==> config.mk <==
export PLATFORM = sky130hd
export DESIGN_NAME = d_latch_q_monitor
export DESIGN_NICKNAME = d
export VERILOG_FILES = /design/src/rtl/d_latch_q_monitor.sv
export SDC_FILE = /design/constraint.sdc
export NUM_CORES = 1
export LEC_CHECK = 0
export ABC_AREA = 0
export CAP_MARGIN = 0
export CORE_UTILIZATION = 35
export DETAILED_ROUTE_END_ITERATION = 6
export SLEW_MARGIN = 20
export SYNTH_ARGS = -nofsm -noshare
export SYNTH_HDL_FRONTEND = slang
export SYNTH_SLANG_ARGS = --single-unit
==> constraint.sdc <==
create_clock -name i_clk -period 2.2 [get_ports i_clk]
set_clock_uncertainty 0.2 [all_clocks]
set_input_delay 0.22 -clock i_clk [delete_from_list [all_inputs] [get_ports i_clk]]
set_output_delay 0.22 -clock i_clk [all_outputs]
set_load 0.01 [all_outputs]
==> src/rtl/d_latch_q_monitor.sv <==
// d_latch_q_monitor: synchronize, glitch-filter and measure latch output q; MON_SATURATE_EN makes edge counters saturate
module d_latch_q_monitor #(
  parameter int SYNC_STAGES = 2,
  parameter int FILT_LEN    = 4,
  parameter int CNT_W       = 16
) (
  input  logic             i_clk,
  input  logic             i_rst,
  input  logic             i_q,
  input  logic             i_clr,
  output logic             o_q_filt,
  output logic             o_rise,
  output logic             o_fall,
  output logic [CNT_W-1:0] o_rise_cnt,
  output logic [CNT_W-1:0] o_fall_cnt,
  output logic [CNT_W-1:0] o_high_len,
  output logic             o_len_valid
);
  typedef enum logic [1:0] {ST_LOW, ST_CHK_H, ST_HIGH, ST_CHK_L} state_t;
  localparam logic [7:0] STAB_LAST = 8'(FILT_LEN - 1);
  localparam logic [CNT_W-1:0] ONE = 1;
  state_t r_state, w_state_nxt;
  logic [SYNC_STAGES-1:0] r_sync;
  logic [7:0] r_stab, w_stab_nxt;
  logic [CNT_W-1:0] r_wlen, w_wlen_inc, w_rise_inc, w_fall_inc;
  logic w_s_q, w_rise, w_fall, w_filt_nxt;
  assign w_s_q = r_sync[SYNC_STAGES-1];
  always_comb begin
    w_state_nxt = r_state;
    w_stab_nxt  = r_stab;
    case (r_state)
      ST_LOW: if (w_s_q) begin
        w_state_nxt = ST_CHK_H;
        w_stab_nxt  = 8'd1;
      end
      ST_CHK_H: if (!w_s_q) begin
        w_state_nxt = ST_LOW;
        w_stab_nxt  = 8'd0;
      end else if (r_stab == STAB_LAST) begin
        w_state_nxt = ST_HIGH;
        w_stab_nxt  = 8'd0;
      end else w_stab_nxt = r_stab + 8'd1;
      ST_HIGH: if (!w_s_q) begin
        w_state_nxt = ST_CHK_L;
        w_stab_nxt  = 8'd1;
      end
      ST_CHK_L: if (w_s_q) begin
        w_state_nxt = ST_HIGH;
        w_stab_nxt  = 8'd0;
      end else if (r_stab == STAB_LAST) begin
        w_state_nxt = ST_LOW;
        w_stab_nxt  = 8'd0;
      end else w_stab_nxt = r_stab + 8'd1;
      default: begin
        w_state_nxt = ST_LOW;
        w_stab_nxt  = 8'd0;
      end
    endcase
  end
  assign w_rise     = (r_state == ST_CHK_H) && (w_state_nxt == ST_HIGH);
  assign w_fall     = (r_state == ST_CHK_L) && (w_state_nxt == ST_LOW);
  assign w_filt_nxt = (w_state_nxt == ST_HIGH) || (w_state_nxt == ST_CHK_L);
  assign w_wlen_inc = (&r_wlen) ? r_wlen : r_wlen + ONE;
`ifdef MON_SATURATE_EN
  assign w_rise_inc = (&o_rise_cnt) ? o_rise_cnt : o_rise_cnt + ONE;
  assign w_fall_inc = (&o_fall_cnt) ? o_fall_cnt : o_fall_cnt + ONE;
`else
  assign w_rise_inc = o_rise_cnt + ONE;
  assign w_fall_inc = o_fall_cnt + ONE;
`endif
  always_ff @(posedge i_clk) begin
    if (i_rst) begin
      r_sync      <= '0;
      r_state     <= ST_LOW;
      r_stab      <= '0;
      r_wlen      <= '0;
      o_q_filt    <= 1'b0;
      o_rise      <= 1'b0;
      o_fall      <= 1'b0;
      o_len_valid <= 1'b0;
      o_rise_cnt  <= '0;
      o_fall_cnt  <= '0;
      o_high_len  <= '0;
    end else begin
      r_sync      <= {r_sync[SYNC_STAGES-2:0], i_q};
      r_state     <= w_state_nxt;
      r_stab      <= w_stab_nxt;
      r_wlen      <= w_rise ? '0 : o_q_filt ? w_wlen_inc : r_wlen;
      o_q_filt    <= w_filt_nxt;
      o_rise      <= w_rise;
      o_fall      <= w_fall;
      o_len_valid <= w_fall;
      o_rise_cnt  <= i_clr ? '0 : w_rise ? w_rise_inc : o_rise_cnt;
      o_fall_cnt  <= i_clr ? '0 : w_fall ? w_fall_inc : o_fall_cnt;
      o_high_len  <= i_clr ? '0 : w_fall ? w_wlen_inc : o_high_len;
    end
  end
endmodule

==> summary.md <==
| Metric | Value |
|---|---|
| Hold Vio Cnt, Final | `0` |
| Routed WL | `between 8000 and 9000 um` |
| Pre-CTS WS | `-21.6 ps` |
| Die area | `roughly 11000 um2` |
| Main combinational cell family by area after synthesis | `simple AND/OR/NAND/NOR gates` |
| Htree depth | `3` |
| VDD IR-drop max | `between 300 and 400 uV` |
| Post-Layout Cell Count | `650` |
| Avg Cell Area, Syn | `between 8 and 9 um2` |
| Drt pass-1 iters | `6` |
| DR vias | `approximately 3300` |
| Status | `finished with violations` |
| Highest clock rate | `roughly 460 MHz` |
| Port bufs | `55` |
| Post-synthesis xor/xnor area fraction | `0.109` |
| Largest net degree at the start of global routing | `38` |
| Synth Instances | `437` |
| Cell Rows | `37` |
| Slew Limit Fails | `0` |
| Initial antenna violation count | `0` |
| Fin util | `0.472` |
| I/O pins | `56` |
| Critical path launch point type | `register` |
| Top FF cell, synth | `dfxtp_1` |
| Syn Nets | `approximately 450` |
| Core area | `about 10000 um2` |
| Number of distinct library cells after synthesis | `45` |
| Synthesis-to-layout area growth | `31.6%` |
| Compound-Gate Fraction of Synth Area | `0.121` |
| Post-placement cell count | `around 630` |
| Worst Hold Class | `register to register` |
| Number of flops mapped to enable cells by yosys | `0` |
| Slew HR | `0.496` |
| Clock transition at path regs | `around 80 ps` |
| CTS tree | `done` |
| Remaining DRCs | `2` |
| Data arrival, critical path | `~2200 ps` |
| Pwr per Cell Area | `approximately 540 nW/um2` |
| CP bufs+invs | `2` |
| Cell area after synthesis | `roughly 3700 um2` |
| Crit-path max cell delay | `470 ps` |
| Post-synthesis sequential area ratio | `0.429` |
| Failing checks | `DRC` |
| Async SR Flop Fraction | `0` |
| Die Height | `between 100 and 150 um` |
| LEAKAGE | `about 1.7 nW` |
| Post-layout min period | `2180 ps` |
| Drt wl/cell | `13.7 um` |
| CTS root buf | `clkbuf_8` |
| Simple logic cell fraction of the synthesized area | `0.273` |
| Remaining Overflow, GRT | `0` |
| Max Cap Viol | `0` |
| CP top delay family | `simple AND/OR/NAND/NOR gates` |
| CP max stage cell | `or4b_4` |
| Die Wd | `approximately 100 um` |
| Sink Count | `79` |
| Adder-cell share of the synthesized area | `0.0136` |
| Clock buffer count from CTS | `9` |
| Worst setup margin | `~15 ps` |
| CP required | `approximately 2200 ps` |
| Unrepaired setup endpoints after global routing | `yes` |
| Post-synthesis mux area share | `0.0190` |
| DRT antenna net count | `0` |
| Global-route wire length before repair | `roughly 14000 um` |
| Critical path type | `register to register` |
| CP cell instances | `ha_4 -> or4b_4 -> buf_6 -> nor4_4 -> buf_4 -> nand4_1 -> xor2_1 -> nor2_1` |
| Final #Nets | `517` |
| Crit Path Max Fanout | `4` |
| Drt via density | `approximately 5.1` |
| CP Capture Type | `register` |
| Final Wtd Congestion | `0.802` |
| Yosys warnings | `0` |
| Initial Util | `0.359` |
| Setup violations, final | `0` |
| Final Cycle Share | `0.993` |
| Share of cells above drive strength 1 | `0.132` |
| Antenna cells | `0` |
| Clock Latency Late Sink | `350 ps` |
| DR iter-0 viols | `between 100 and 150` |
| Vias in the first global route | `2983` |
| Slew @ Worst Pin | `756 ps` |
| HPWL after DPL | `approximately 6100 um` |
| Synth Register Bits | `between 70 and 80` |
| Maximum clock path buffer count | `2` |
| Total GRT Usage | `0.161` |
-- synthesized netlist by cell type (2+ instances only) --
library cell   n  share of area
a211oi_1       4         0.0081
a21oi_1       24          0.033
a311oi_1       2         0.0048
a31o_2         2         0.0048
a31oi_1        2         0.0034
and2_1         4         0.0068
and3_1        17          0.029
and3b_1        2         0.0048
and4_1         6          0.014
buf_1          3         0.0031
clkbuf_1      19          0.019
clkbuf_2       2         0.0027
dfxtp_1       79           0.43
ha_1           4          0.014
inv_1          3         0.0031
mux2i_1        7          0.019
nand2_1       31          0.032
nand2b_1       3         0.0051
nand3_1       20          0.027
nand4_1       16          0.027
nor2_1        61          0.062
nor2b_1        2         0.0034
nor3_1        15          0.020
nor3b_1        3         0.0061
nor4_1         2         0.0034
nor4b_1        2         0.0048
o2111ai_1      3         0.0071
o211ai_1       8          0.016
o21ai_0       26          0.035
or2_2          3         0.0051
or3_1          4         0.0068
xnor2_1       15          0.036
xor2_1        31          0.074
-- where the power goes --
group | switching [W] | total, W | internal, W
logic | 0.0000348 | 0.0000545 | 0.0000198
clock network | 0.000567 | 0.00113 | 0.000566
registers | 0.00000301 | 0.00143 | 0.00143
-- cell families (layout without fill, tap and decap cells) --
logic type                 Yosys count  in the layout
xor gates and xnor gates            46             46
and+or+nand+nor                    196            196
buffers and inverters               30            107
muxes                                7              7
DFF                                 79             79
adders and majority gates            4              4
AOI/OAI and AO/OA                   75             75
-- layout by cell type (no fill, tap or decap), drive strengths merged, types with 3 or more instances in the layout --
master,count
buf,33
nand3,20
clkdlybuf4s50,55
nor4,3
a211oi,4
and2,4
and4,6
dfxtp,79
nor2,61
o2111ai,3
nor3b,3
clkbuf,11
xnor2,15
inv,5
a21oi,24
mux2i,7
nand2,31
or2,3
or3,4
ha,4
nor3,16
and3,17
o21ai,26
nand2b,3
nand4,16
o211ai,8
xor2,31
-- path summary, 6_finish.rpt --
check                               start  slack (ps)  depth (start not counted)              to
worst max-delay path            r_stab[0]          20                          8  o_rise_cnt[14]
worst min-delay path            r_sync[0]         240                          1       r_sync[1]
worst max register to register  r_stab[0]          20                          8  o_rise_cnt[14]
worst min register to register  r_sync[0]         240                          1       r_sync[1]
-- flip-flops by register name, indices dropped and copies added, names as in the netlist --
register,count
o_high_len,16
r_stab,8
r_wlen,16
o_len_valid,1
r_state,2
r_sync,2
o_fall_cnt,16
o_rise,1
o_q_filt,1
o_rise_cnt,16
-- repair_timing --
| action | 4_1_cts | 5_1_grt |
|---|---|---|
| hold buffers | 0 | 0 |
| pin swaps | 0 | 3 |
| resized for setup | 2 | 11 |
| endpoints found under the setup margin | 4 | 31 |
| setup buffers | 0 | 1 |
-- per-stage QoR --
step                      total power, W  area (um2)  TNS (ps)  hold WS [ps]
final                            0.00262        4850         0           241
after global routing             0.00272        4850      -133           272
after CTS                        0.00266        4790         0           257
after detailed placement         0.00152        4570     -22.9           227
after global placement           0.00152        4570         0           224
after floorplan                  0.00150        3710         0           148
-- metal layers --
layer	up-vias	GRT usage	wire length (um)
li1	1693	-	-
met1	1544	0.220	4300
met2	54	0.252	4170
met3	11	0.0243	260
met4	0	0.0714	142
met5	-	0	0
-- area by class of cell --
cell class	count	area [um2]
Inverter	3	11.3
Fill cell	997	5430
Tap cell	136	170
Clock buffer	11	141
Multi-Input combinational cell	328	2050
Clock inverter	5	63.8
Sequential cell	79	1580
Timing Repair Buffer	88	827
Note: power is estimated with default switching activity, not from simulation.
